===== config.mk =====
export PLATFORM = sky130hd
export DESIGN_NAME = switch_allocator_rr
export DESIGN_NICKNAME = d
export VERILOG_FILES = /design/src/rtl/noc_pkg.sv /design/src/rtl/rr_arbiter.sv /design/src/rtl/switch_allocator_rr.sv
export SDC_FILE = /design/constraint.sdc
export NUM_CORES = 1
export LEC_CHECK = 0
export CAP_MARGIN = 20
export CORE_UTILIZATION = 35
export DETAILED_ROUTE_END_ITERATION = 10
export PLACE_DENSITY = 0.61
export SLEW_MARGIN = 10
export SYNTH_ARGS = -nofsm -noshare
export SYNTH_HDL_FRONTEND = slang
export SYNTH_HIERARCHICAL = 1
export SYNTH_SLANG_ARGS = --single-unit

===== constraint.sdc =====
create_clock -name clk -period 5.45 [get_ports clk]
set_input_delay 1.09 -clock clk [delete_from_list [all_inputs] [get_ports clk]]
set_output_delay 1.09 -clock clk [all_outputs]
set_load 0.05 [all_outputs]

===== src/rtl/noc_pkg.sv =====
// Port index constants and crossbar select helpers shared by allocator, crossbar and route compute.
// No logic; latency n/a.
// No flow control; constants only.
package noc_pkg;

    localparam int LOCAL = 0;
    localparam int X1    = 1;
    localparam int X2    = 2;
    localparam int Y1    = 3;
    localparam int Y2    = 4;

    typedef enum logic {
        OUT_IDLE   = 1'b0,
        OUT_LOCKED = 1'b1
    } out_state_e;

    // Crossbar select value meaning "no input drives this output".
    function automatic int sw_stop(input int num_ports);
        return num_ports;
    endfunction

endpackage


===== src/rtl/rr_arbiter.sv =====
// Round-robin arbiter: first request at or above ptr, wrapping modulo N.
// Latency: purely combinational.
// Backpressure: none; the caller decides whether the grant is taken.
module rr_arbiter #(
    parameter int N     = 5,
    parameter int IDX_W = 3
) (
    input  logic [N-1:0]     req,
    input  logic [IDX_W-1:0] ptr,
    output logic [N-1:0]     gnt_oh,
    output logic [IDX_W-1:0] gnt_idx,
    output logic             gnt_any
);

    logic [IDX_W-1:0] cur;

    function automatic int wrap(input int base, input int k);
        int s;
        s = base + k;
        if (s >= N) s = s - N;
        return s;
    endfunction

    always_comb begin
        gnt_oh  = '0;
        gnt_idx = '0;
        gnt_any = 1'b0;
        cur     = '0;
        for (int k = 0; k < N; k++) begin
            cur = IDX_W'(wrap(int'(ptr), k));
            if (!gnt_any && req[cur]) begin
                gnt_any     = 1'b1;
                gnt_oh[cur] = 1'b1;
                gnt_idx     = cur;
            end
        end
    end

endmodule


===== src/rtl/switch_allocator_rr.sv =====
// Wormhole switch allocator: per-output round-robin arbitration, output locked until tail crosses.
// Latency: request at edge t -> select/lock at t+1, first pop grant in cycle t+1.
// Backpressure: out_busy or en=0 suppresses port_grant; locks and pointers hold.
module switch_allocator_rr #(
    parameter int NUM_PORTS = 5,
    parameter int DST_W     = 3,
    parameter int SW_W      = $clog2(NUM_PORTS + 1)
) (
    input  logic                      clk,
    input  logic                      rst_n,
    input  logic                      en,
    input  logic [NUM_PORTS-1:0]      req_valid,
    input  logic [NUM_PORTS*DST_W-1:0] req_dst,
    input  logic [NUM_PORTS-1:0]      req_tail,
    input  logic [NUM_PORTS-1:0]      out_busy,
    output logic [NUM_PORTS-1:0]      port_grant,
    output logic [NUM_PORTS*SW_W-1:0] out_sw,
    output logic [NUM_PORTS-1:0]      out_lock,
    output logic                      err_dst
);
    import noc_pkg::*;

    localparam int PTR_W = (NUM_PORTS > 1) ? $clog2(NUM_PORTS) : 1;
    localparam logic [SW_W-1:0] SW_STOP = SW_W'(sw_stop(NUM_PORTS));

    out_state_e           state_q [NUM_PORTS];
    out_state_e           state_d [NUM_PORTS];
    logic [PTR_W-1:0]     owner_q [NUM_PORTS];
    logic [PTR_W-1:0]     owner_d [NUM_PORTS];
    logic [PTR_W-1:0]     ptr_q   [NUM_PORTS];
    logic [PTR_W-1:0]     ptr_d   [NUM_PORTS];
    logic [SW_W-1:0]      sw_q    [NUM_PORTS];
    logic [SW_W-1:0]      sw_d    [NUM_PORTS];

    logic [DST_W-1:0]     dst     [NUM_PORTS];
    logic [NUM_PORTS-1:0] cand    [NUM_PORTS];
    logic [NUM_PORTS-1:0] arb_oh  [NUM_PORTS];
    logic [PTR_W-1:0]     arb_idx [NUM_PORTS];
    logic [NUM_PORTS-1:0] arb_any;
    logic [NUM_PORTS-1:0] dst_bad;
    logic [NUM_PORTS-1:0] owned;
    logic [NUM_PORTS-1:0] taken;
    logic [NUM_PORTS-1:0] win;
    logic [NUM_PORTS-1:0] xfer;

    // Candidates exclude inputs already feeding some locked output.
    always_comb begin
        owned = '0;
        for (int o = 0; o < NUM_PORTS; o++) begin
            if (state_q[o] == OUT_LOCKED) owned[owner_q[o]] = 1'b1;
        end
        for (int i = 0; i < NUM_PORTS; i++) begin
            dst[i]     = req_dst[i*DST_W +: DST_W];
            dst_bad[i] = req_valid[i] & (32'(dst[i]) >= NUM_PORTS);
        end
        for (int o = 0; o < NUM_PORTS; o++) begin
            cand[o] = '0;
            for (int i = 0; i < NUM_PORTS; i++) begin
                cand[o][i] = req_valid[i] & (32'(dst[i]) == o) & ~owned[i];
            end
        end
    end

    for (genvar o = 0; o < NUM_PORTS; o++) begin : g_arb
        rr_arbiter #(
            .N     (NUM_PORTS),
            .IDX_W (PTR_W)
        ) u_arb (
            .req     (cand[o]),
            .ptr     (ptr_q[o]),
            .gnt_oh  (arb_oh[o]),
            .gnt_idx (arb_idx[o]),
            .gnt_any (arb_any[o])
        );
    end

    // Lower-indexed outputs claim contested inputs first; the loser keeps its pointer.
    always_comb begin
        taken      = '0;
        win        = '0;
        xfer       = '0;
        port_grant = '0;
        for (int o = 0; o < NUM_PORTS; o++) begin
            if (en && state_q[o] == OUT_IDLE && arb_any[o] && ~|(arb_oh[o] & taken)) begin
                win[o] = 1'b1;
                taken  = taken | arb_oh[o];
            end
            if (en && state_q[o] == OUT_LOCKED && req_valid[owner_q[o]] && !out_busy[o]) begin
                xfer[o]                = 1'b1;
                port_grant[owner_q[o]] = 1'b1;
            end
        end
    end

    always_comb begin
        for (int o = 0; o < NUM_PORTS; o++) begin
            state_d[o] = state_q[o];
            owner_d[o] = owner_q[o];
            ptr_d[o]   = ptr_q[o];
            sw_d[o]    = sw_q[o];
            case (state_q[o])
                OUT_IDLE: begin
                    if (win[o]) begin
                        state_d[o] = OUT_LOCKED;
                        owner_d[o] = arb_idx[o];
                        sw_d[o]    = SW_W'(arb_idx[o]);
                        ptr_d[o]   = (32'(arb_idx[o]) == NUM_PORTS - 1) ? '0
                                                                        : arb_idx[o] + PTR_W'(1);
                    end
                end
                OUT_LOCKED: begin
                    if (xfer[o] && req_tail[owner_q[o]]) begin
                        state_d[o] = OUT_IDLE;
                        sw_d[o]    = SW_STOP;
                    end
                end
            endcase
        end
    end

    always_ff @(posedge clk or negedge rst_n) begin
        if (!rst_n) begin
            for (int o = 0; o < NUM_PORTS; o++) begin
                state_q[o] <= OUT_IDLE;
                owner_q[o] <= '0;
                ptr_q[o]   <= '0;
                sw_q[o]    <= SW_STOP;
            end
            err_dst <= 1'b0;
        end else if (en) begin
            for (int o = 0; o < NUM_PORTS; o++) begin
                state_q[o] <= state_d[o];
                owner_q[o] <= owner_d[o];
                ptr_q[o]   <= ptr_d[o];
                sw_q[o]    <= sw_d[o];
            end
            if (|dst_bad) err_dst <= 1'b1;
        end
    end

    always_comb begin
        out_sw   = '0;
        out_lock = '0;
        for (int o = 0; o < NUM_PORTS; o++) begin
            out_sw[o*SW_W +: SW_W] = sw_q[o];
            out_lock[o]            = (state_q[o] == OUT_LOCKED);
        end
    end

endmodule


# Word level (Yosys, flattened, before mapping)
# Cells that the tools add are included.
op_classes:
  mux: 289
  n_addsub: 50
  magnitude_cmp: 90
  bitwise: 100
  reduce_logical: 134
  eq_ne: 35
op_table:
  columns: ["op", "count"]
  rows:
  - ["2-to-1 mux 3 bit", 65]
  - ["2-to-1 mux 5 bit", 39]
  - ["bitwise OR 5 bit", 31]
  - ["less-than comparator 3 x 4 -> 1 bit (second input constant)", 30]
  - ["2-to-1 mux 1 bit", 110]
  - ["binary-select mux 1 bit (select 3 bit)", 35]
  - ["demux 1 bit (select 3 bit)", 30]
  - [">= comparator 3 x 1 -> 1 bit (second input constant)", 30]
  - ["logical AND 1 bit", 84]
  - [">= comparator 4 x 3 -> 1 bit (second input constant)", 20]
  - ["subtractor 3 bit (second input constant)", 25]
  - ["AND 1 bit", 55]
  - ["adder 3 x 2 -> 4 bit (second input constant)", 10]
  - ["equality test 3 x 2 -> 1 bit (second input constant)", 10]
  - ["equality test 3 bit (second input constant)", 10]
  - [">= comparator 3 bit (second input constant)", 10]
  - ["one-hot mux 3 bit (2 select lines)", 5]
  - ["AND reduction 3 bit", 10]
  - ["logical NOT 1 bit", 29]
  - ["OR reduction 5 bit", 5]
  - ["adder 3 x 1 -> 4 bit (second input constant)", 5]
  - ["adder 3 x 3 -> 4 bit (second input constant)", 5]
  - ["AND 5 bit", 4]
  - ["adder 3 x 1 -> 3 bit (second input constant)", 5]
  - ["7 further kinds", 36]
word_totals:
  output_inout_bits: 26
  ff_bits: 51

# Longest topological paths before layout
# Gate-level depths: netlist of the first run.
depth:
  word_depth: 54
  ltp_mapped: 24
  mapped_depth_nobuf: 21

# By module
# The synthesis of the first run kept the hierarchy.
modules_own_cells:
  columns: ["mod", "instances", "seq_area_each_um2", "cells_each", "area_each_um2"]
  rows:
  - ["rr_arbiter at g_arb[0].u_arb ...", 4, 0.0, 204, 1412.6]
  - ["switch_allocator_rr", 1, 1288.7, 457, 3937.5]
  - ["rr_arbiter at g_arb[4].u_arb", 1, 0.0, 192, 1342.5]

# Worst setup path after synthesis of the first run
# No wires, ideal clock.
synth_path:
  path_type: "register -> register"
  start: "register state_q, in the netlist out_lock[0]"
  end: "register owner_q[0] (netlist name)"
  slack_ps: 221
  arrival_time_ps: 5104
  synth_period_minus_slack_ps: 5229
  stages_incl_launch_ff: 21
  path_buffers: 1
  path_cell_list: "dfrtp_1 buf_4 nand2_1 o32ai_1 a211o_1 or3b_2 nor3b_1 nand2_1 mux2i_1 nor3_2 o31ai_2 nor3b_1 a221oi_1 o221ai_1 a22oi_1 nand4_2 o211a_1 nand4_1 and4_1 nand2_4 mux2_4"
synth_lines:
  columns: ["element", "line", "source"]
  rows:
  - ["from (decl)", "switch_allocator_rr.sv:26", "out_state_e state_q [NUM_PORTS];"]
  - ["from (signal, indexed assignment)", "switch_allocator_rr.sv:132", "state_q[o] <= state_d[o];"]
  - ["to (signal, indexed assignment)", "switch_allocator_rr.sv:133", "owner_q[o] <= owner_d[o];"]
  - ["to (decl)", "switch_allocator_rr.sv:28", "logic [PTR_W-1:0] owner_q [NUM_PORTS];"]

==> results of run 1 <==
==> cell type report <==
type | count | area [sq um]
Multi-Input combinational cell | 1263 | 9310
Clock buffer | 5 | 125
Sequential cell | 51 | 1290
Tap cell | 396 | 495
Inverter | 74 | 278
Timing Repair Buffer | 362 | 2920
Clock inverter | 3 | 28.8
Fill cell | 3030 | 16200
==> worst max-delay path, stage by stage <==
cell             delay [ns]
clkdlybuf4s50_1        0.43
nand3b_1               0.17
buf_4                  0.18
inv_1                  0.05
nand2_1                0.06
nor2_1                 0.31
inv_1                  0.18
a211oi_1               0.36
a211oi_2               0.11
o31ai_2                0.23
buf_4                  0.18
nor3b_1                0.09
a21oi_1                0.23
o221ai_1               0.21
a222oi_1               0.35
o21a_1                 0.18
o31ai_1                0.11
nor4b_4                0.30
o211ai_4               0.15
nand2_4                0.17
mux2_4                 0.31
==> flip-flops by register name, indices dropped and copies added, names as in the netlist <==
register,cells
out_lock,5
owner_q,15
err_dst,1
out_sw,15
ptr_q,15
==> stage by stage <==
stage	setup WS [ns]	utilization
floorplan	0.221	-
global placement	-0.733	0.451
detailed placement	-0.760	0.451
CTS	0.00134	0.463
global route	-0.0775	0.471
finish	0.169	0.471
==> what timing repair did <==
| action | CTS | global route |
|---|---|---|
| pin swaps | 24 | 29 |
| buffers inserted | 10 | 7 |
| setup endpoints to repair | 34 | 30 |
| gates resized for setup | 33 | 44 |
| gates cloned | 0 | 1 |
==> kinds of logic after synthesis <==
kind of cell,synth area share
adders and majority gates,0.0664
AOI/OAI and AO/OA,0.359
buffers and inverters,0.0615
xor gates and xnor gates,0.0255
and+or+nand+nor,0.301
muxes,0.0687
DFF,0.118
==> final timing paths <==
check                                          end  slack (ns)
max in group asynchronous  owner_q[14]$_DFFE_PN0P_        4.00
max                           ptr_q[0]$_DFFE_PN0P_        0.17
min in group asynchronous   out_sw[10]$_DFFE_PN0P_        0.92
max reg2reg                   ptr_q[0]$_DFFE_PN0P_        0.23
min reg2reg                    err_dst$_DFFE_PN0P_        0.46
min                            err_dst$_DFFE_PN0P_        0.46
==> per-layer routing <==
layer  part of all wire  up-vias  GRT usage
met5                  0        -          0
met4              0.036        0     0.0957
met3              0.054       87     0.0199
met2               0.47      525      0.449
met1               0.44     6274      0.344
li1                   -     6257          -
==> layout by cell type (no fill, tap or decap), types with 11 or more instances in the layout <==
cell type	n
a221oi_1	11
ha_1	50
and2_1	20
mux2_2	16
and3b_1	14
o31ai_1	20
a21oi_1	84
a31oi_1	17
nor4_1	13
xnor2_1	25
o21ai_0	59
nor2_1	85
mux2i_1	29
nor3_1	52
a21o_1	41
o211ai_1	49
a211oi_1	50
nor2b_1	24
o21a_1	18
buf_4	300
nand3_1	55
a22oi_1	16
nand4_1	40
and4_1	18
clkdlybuf4s50_1	47
nand2_1	131
inv_1	66
and3_1	16
a211o_1	12
nand2b_1	48
nor3b_1	11
dfrtp_1	40
==> tab_implementation.tex, run 1 <==
\begin{tabular}{lr}
\hline
Metric & Value \\
\hline
\multicolumn{2}{l}{\textbf{Timing}} \\
\quad Setup\_tns & 0 ns \\
\quad Setup Skew & 0.00556 ns \\
\quad Fraction of the cycle the final worst path needs & 0.969 \\
\quad Count of endpoints failing setup in the final report & 0 \\
\quad Shortest period the worst path allows & 5.28 ns \\
\quad Final Hold Fails & 0 \\
\quad Rel. slew slack & 0.466 \\
\quad Max Freq & 189 MHz \\
\quad Worst hold margin & 0.462 ns \\
\quad Number of max-slew violations in the final report & 0 \\
\quad Actual transition at the worst max-transition pin & 0.795 ns \\
\multicolumn{2}{l}{\textbf{Clock tree}} \\
\quad Clock root buffer & clkbuf\_16 \\
\quad Clock-pin slew reported for the worst setup and hold paths after clock tree synthesis & 0.08 ns \\
\quad \# hold bufs at CTS & 0 \\
\quad Clock Path Buffers & 2 \\
\quad Skew-Pair Late Insertion Delay & 0.31 ns \\
\quad CTS buffer count & 5 \\
\quad Deepest level of the CTS H-tree & 2 \\
\quad Number of sinks on the clock net & 51 \\
\quad CTS tree & yes \\
\multicolumn{2}{l}{\textbf{Min path}} \\
\quad Startpoint of the tightest hold check path & err\_dst\$\_DFFE\_PN0P\_ \\
\quad Worst hold path type & register to register \\
\quad Depth of the worst hold-timing path & 1 \\
\multicolumn{2}{l}{\textbf{Yosys}} \\
\quad Post-synthesis average cell area & 7.46 sq um \\
\quad Share of async-settable or async-resettable flops after synthesis & 1.00 \\
\quad Warnings from Yosys & 6 \\
\quad Library cell with the largest summed area after synthesis & dfrtp\_1 \\
\quad Number of nets in the synthesized netlist & 1553 \\
\quad Top cells by instance count after synthesis & nand2\_1 (131), a21oi\_1 (89), nor2\_1 (87), inv\_1 (66), o21ai\_0 (62) \\
\quad Share of the synthesized area in the top cell type & 0.0939 \\
\quad Most area-consuming cells after synthesis & dfrtp\_1 (9.4\%), ha\_1 (5.7\%), nand2\_1 (4.5\%), a21oi\_1 (4.1\%), a211oi\_1 (3.6\%) \\
\quad Post-synthesis instance total & 1465 \\
\quad Area of the mapped netlist & 0.0109 sq mm \\
\quad Most instantiated library cell after synthesis & nand2\_1 \\
\quad Register bit total from synthesis & 51 \\
\quad Count of flip-flops with a built-in enable after synthesis & 0 \\
\quad Predominant post-synthesis flop cell & dfrtp\_1 \\
\quad Number of distinct standard cells referenced by the synthesized netlist & 100 \\
\quad Register area share after synthesis & 0.118 \\
\multicolumn{2}{l}{\textbf{Placement}} \\
\quad Area post-placement & 0.0138 sq mm \\
\quad Input/output buffers & 58 \\
\quad Total half-perimeter wirelength after legalization and detailed placement & 33.8 mm \\
\quad Last weighted congestion value of the routability-driven placer & 0.993 \\
\quad Placed Cells incl. Taps & 2131 \\
\multicolumn{2}{l}{\textbf{Finish}} \\
\quad Finished Cell Area & 0.0145 sq mm \\
\quad Layout Area Growth over Synthesis & 32.2\% \\
\quad Final-stage net count & 1845 \\
\quad Fraction of final layout cells with drive strength greater than 1 & 0.266 \\
\quad Number of standard cells in the layout, taps in and fillers out & 2154 \\
\quad Total inserted antenna cells & 0 \\
\multicolumn{2}{l}{\textbf{Die}} \\
\quad Core Box Area & 0.0307 sq mm \\
\quad Die X-Extent & 179 um \\
\quad I/O Pins & 59 \\
\quad DIE AREA & 0.0319 sq mm \\
\quad Standard-cell row count & 64 \\
\quad Effective utilization at floorplan & 0.356 \\
\quad Vertical die dimension & 179 um \\
\multicolumn{2}{l}{\textbf{Critical path}} \\
\quad Worst Path Class, Setup & primary input to register \\
\quad Critical Path RT & 5.65 ns \\
\quad Reg2reg path depth & 24 \\
\quad Start point of the critical path & req\_dst[11] \\
\quad Arrival time of the worst setup path & 5.48 ns \\
\quad Reg2Reg Launch Point & owner\_q[14]\$\_DFFE\_PN0P\_ \\
\quad Sort of element at the start of the critical path & primary input \\
\quad CP Capture Type & register \\
\quad Highest net fanout along the worst path & 8 \\
\multicolumn{2}{l}{\textbf{Detailed routing}} \\
\quad Detail Route Antenna Nets & 0 \\
\quad Number of vias in the routed layout & 13143 \\
\quad Number of violations reported at the end of detailed-routing iteration 0 & 1151 \\
\quad Number of detailed-route iterations in the first pass & 6 \\
\quad Routed vias/inst & 6.10 \\
\quad Total Wirelength & 42.6 mm \\
\quad DRC & 0 \\
\quad Average detailed-routed wire length per instance & 19.8 um \\
\multicolumn{2}{l}{\textbf{Run status}} \\
\quad Outcome & finished, final reports clean \\
\multicolumn{2}{l}{\textbf{Global routing}} \\
\quad Pin count of the biggest net entering global routing & 52 \\
\quad Total grt overflow & 0 \\
\quad Initial antenna violation count & 0 \\
\quad Global-route wire length before repair & 66.9 mm \\
\quad Total track usage & 0.263 \\
\quad Via count of the first global-routing pass & 12549 \\
\multicolumn{2}{l}{\textbf{Flow run}} \\
\quad MaxCap Viol Count & 0 \\
\hline
\end{tabular}
Power of run 1 is left out: the tool's default activity adds up to more than one toggle a clock period on the data nets, which glitch-free logic cannot reach.
==> run 2: changes to the inputs <==
--- a/config.mk
+++ b/config.mk
@@ -7,6 +7,7 @@
 export LEC_CHECK = 0
 export CAP_MARGIN = 20
 export CORE_UTILIZATION = 35
+export CTS_BUF_LIST = sky130_fd_sc_hd__clkbuf_2
 export DETAILED_ROUTE_END_ITERATION = 10
 export PLACE_DENSITY = 0.61
 export SLEW_MARGIN = 10
==> tab_implementation.tex, run 2 (same netlist as run 1, synthesis figures left out) <==
\begin{tabular}{lr}
\hline
Metric & Value \\
\hline
\multicolumn{2}{l}{\textbf{Detailed routing}} \\
\quad Average detailed-routed wire length per instance & 19.6 um (-0.88\%) \\
\quad Total Wirelength & 42.2 mm (-0.93\%) \\
\quad Detail Route Antenna Nets & 0 (unchanged) \\
\quad Number of violations reported at the end of detailed-routing iteration 0 & 1150 (-0.087\%) \\
\quad DRC & 0 (unchanged) \\
\quad Routed vias/inst & 6.11 (about the same) \\
\quad Number of detailed-route iterations in the first pass & 7 (+1) \\
\quad Number of vias in the routed layout & 13148 (+0.038\%) \\
\multicolumn{2}{l}{\textbf{Critical path}} \\
\quad Start point of the critical path & req\_valid[1] \\
\quad Critical Path RT & 5.97 ns (+0.32 ns) \\
\quad Reg-to-reg critical path endpoint & out\_sw[7]\$\_DFFE\_PN0P\_ \\
\quad Worst Path Class, Setup & primary input to register \\
\quad Arrival time of the worst setup path & 5.81 ns (+0.33 ns) \\
\quad Reg2Reg Launch Point & owner\_q[8]\$\_DFFE\_PN0P\_ \\
\quad Highest net fanout along the worst path & 12 (+4) \\
\quad CP Capture Type & register \\
\quad Reg2reg path depth & 23 (-4.2\%) \\
\quad End point of the critical path & out\_sw[7]\$\_DFFE\_PN0P\_ \\
\quad Minimum setup slack among reg-to-reg paths & 0.22 ns (about the same) \\
\quad Sort of element at the start of the critical path & primary input \\
\multicolumn{2}{l}{\textbf{Die}} \\
\quad DIE AREA & 0.0319 sq mm (unchanged) \\
\quad Effective utilization at floorplan & 0.356 (unchanged) \\
\quad I/O Pins & 59 (unchanged) \\
\quad Vertical die dimension & 179 um (unchanged) \\
\quad Die X-Extent & 179 um (unchanged) \\
\quad Core Box Area & 0.0307 sq mm (unchanged) \\
\quad Standard-cell row count & 64 (unchanged) \\
\multicolumn{2}{l}{\textbf{Placement}} \\
\quad Worst slack at placement & -0.760 ns (unchanged) \\
\quad Last weighted congestion value of the routability-driven placer & 0.993 (unchanged) \\
\quad Total half-perimeter wirelength after legalization and detailed placement & 33.8 mm (unchanged) \\
\quad Input/output buffers & 58 (unchanged) \\
\multicolumn{2}{l}{\textbf{Timing}} \\
\quad Fraction of the cycle the final worst path needs & 0.969 (about the same) \\
\quad Max Freq & 189 MHz (about the same) \\
\quad Actual transition at the worst max-transition pin & 0.793 ns (-0.00188 ns) \\
\quad Rel. slew slack & 0.467 (+0.00126) \\
\quad Final Hold Fails & 0 (unchanged) \\
\quad Shortest period the worst path allows & 5.28 ns (+0.00225 ns) \\
\quad Final WS setup & 0.167 ns (-0.00225 ns) \\
\quad Setup Skew & 0.0278 ns (+0.0222 ns) \\
\quad Count of endpoints failing setup in the final report & 0 (unchanged) \\
\quad Number of max-slew violations in the final report & 0 (unchanged) \\
\multicolumn{2}{l}{\textbf{Finish}} \\
\quad Layout Area Growth over Synthesis & 30.0\% \\
\quad Leading cell type in the layout, fill and taps excluded & buf\_4 \\
\quad Area taken by multi-input logic gates & 0.00917 sq mm (-1.5\%) \\
\quad Final-stage net count & 1843 (-0.11\%) \\
\quad Filler cell count in the final layout & 3056 (+0.86\%) \\
\quad Most frequent cells in the layout & buf\_4 (299), nand2\_1 (131), a21oi\_1 (86), nor2\_1 (86), inv\_1 (66) \\
\quad FF+latch area & 0.00130 sq mm (+0.48\%) \\
\quad Fraction of final layout cells with drive strength greater than 1 & 0.257 (-0.00881) \\
\multicolumn{2}{l}{\textbf{Global routing}} \\
\quad Met2 Track Usage GR & 0.443 (-0.00598) \\
\quad Met1 Resource Use GR & 0.343 (-0.000735) \\
\quad Via count of the first global-routing pass & 12351 (-1.6\%) \\
\quad Global-route wire length before repair & 66.2 mm (-1.1\%) \\
\quad Initial antenna violation count & 1 (+1) \\
\quad GR Util met3 & 0.0195 (-0.000424) \\
\quad Total track usage & 0.260 (-0.00235) \\
\quad Total grt overflow & 0 (unchanged) \\
\quad Most used routing layer & met2 \\
\quad Pin count of the biggest net entering global routing & 52 (unchanged) \\
\multicolumn{2}{l}{\textbf{Clock tree}} \\
\quad Deepest level of the CTS H-tree & 2 (unchanged) \\
\quad Clock root buffer & clkbuf\_2 \\
\quad Number of sinks on the clock net & 51 (unchanged) \\
\quad Clock Path Buffers & 2 (unchanged) \\
\quad \# hold bufs at CTS & 0 (unchanged) \\
\quad Skew-Pair Late Insertion Delay & 0.55 ns (+0.24 ns) \\
\quad CTS tree & yes \\
\quad Clock-pin slew reported for the worst setup and hold paths after clock tree synthesis & 0.35 ns (+0.27 ns) \\
\quad CTS buffer count & 5 (unchanged) \\
\multicolumn{2}{l}{\textbf{Run status}} \\
\quad Outcome & finished, final reports clean \\
\multicolumn{2}{l}{\textbf{Flow run}} \\
\quad MaxCap Viol Count & 0 (unchanged) \\
\multicolumn{2}{l}{\textbf{Min path}} \\
\quad Worst hold path type & register to register \\
\quad Depth of the worst hold-timing path & 1 (unchanged) \\
\hline
\end{tabular}
[run 2: worst min path at each step]
stage | startpoint | endpoint | slack [ns]
CTS | err_dst$_DFFE_PN0P_ | err_dst$_DFFE_PN0P_ | 0.50
floorplan | ptr_q[12]$_DFFE_PN0P_ | ptr_q[12]$_DFFE_PN0P_ | 0.55
global route | err_dst$_DFFE_PN0P_ | err_dst$_DFFE_PN0P_ | 0.52
finish | err_dst$_DFFE_PN0P_ | err_dst$_DFFE_PN0P_ | 0.50
global placement | err_dst$_DFFE_PN0P_ | err_dst$_DFFE_PN0P_ | 0.45
detailed placement | err_dst$_DFFE_PN0P_ | err_dst$_DFFE_PN0P_ | 0.45
[run 2: worst max-delay path, cell delays in order]
cell,delay (ns)
clkdlybuf4s50_1,0.61
or3b_2,0.53
nor3_1,0.16
buf_4,0.18
nand2_1,0.07
mux2i_2,0.20
nor3_2,0.09
o31ai_2,0.25
buf_4,0.19
nor3_1,0.07
a31oi_1,0.25
o211ai_1,0.21
buf_4,0.19
a22o_1,0.20
o21ai_0,0.26
o211a_1,0.23
buf_4,0.13
nand3_4,0.09
buf_4,0.20
nor3_1,0.41
a31o_2,0.17
[run 2: area by class of cell]
class	count	area share
timing repair buffer	361	0.205
clock buffer	5	0.00176
clock inverter	3	0.00203
inverter	74	0.0198
antenna	1	0.000176
tap	396	0.0349
sequential	51	0.0912
multi-input combinational	1262	0.645
[run 2: routing by layer]
metal,wire length [um],vias to the layer above
li1,-,6243
met1,18600,6290
met2,20000,529
met3,2230,86
met4,1410,0
met5,0,-
[run 2: repair_timing]
| item | 4_1_cts | 5_1_grt |
|---|---|---|
| pin swaps | 0 | 21 |
| resized for setup | 4 | 44 |
| setup endpoints to repair | 18 | 29 |
| setup buffers | 0 | 13 |
[run 2: through the flow]
step           TNS [ns]  instance area [sq um]  utilization  hold WS, ns  instances
4_1_cts               0                  13900        0.454        0.502       2139
5_1_grt         -0.0455                  14200        0.463        0.517       2153
6_report              0                  14200        0.463        0.501       2153
3_5_place_dp     -21.98                  13800        0.451        0.448       2131
2_1_floorplan         0                  10900            -        0.550       1465
3_3_place_gp     -19.69                  13800        0.451        0.446       2131
Power of run 2 is left out for the same reason.
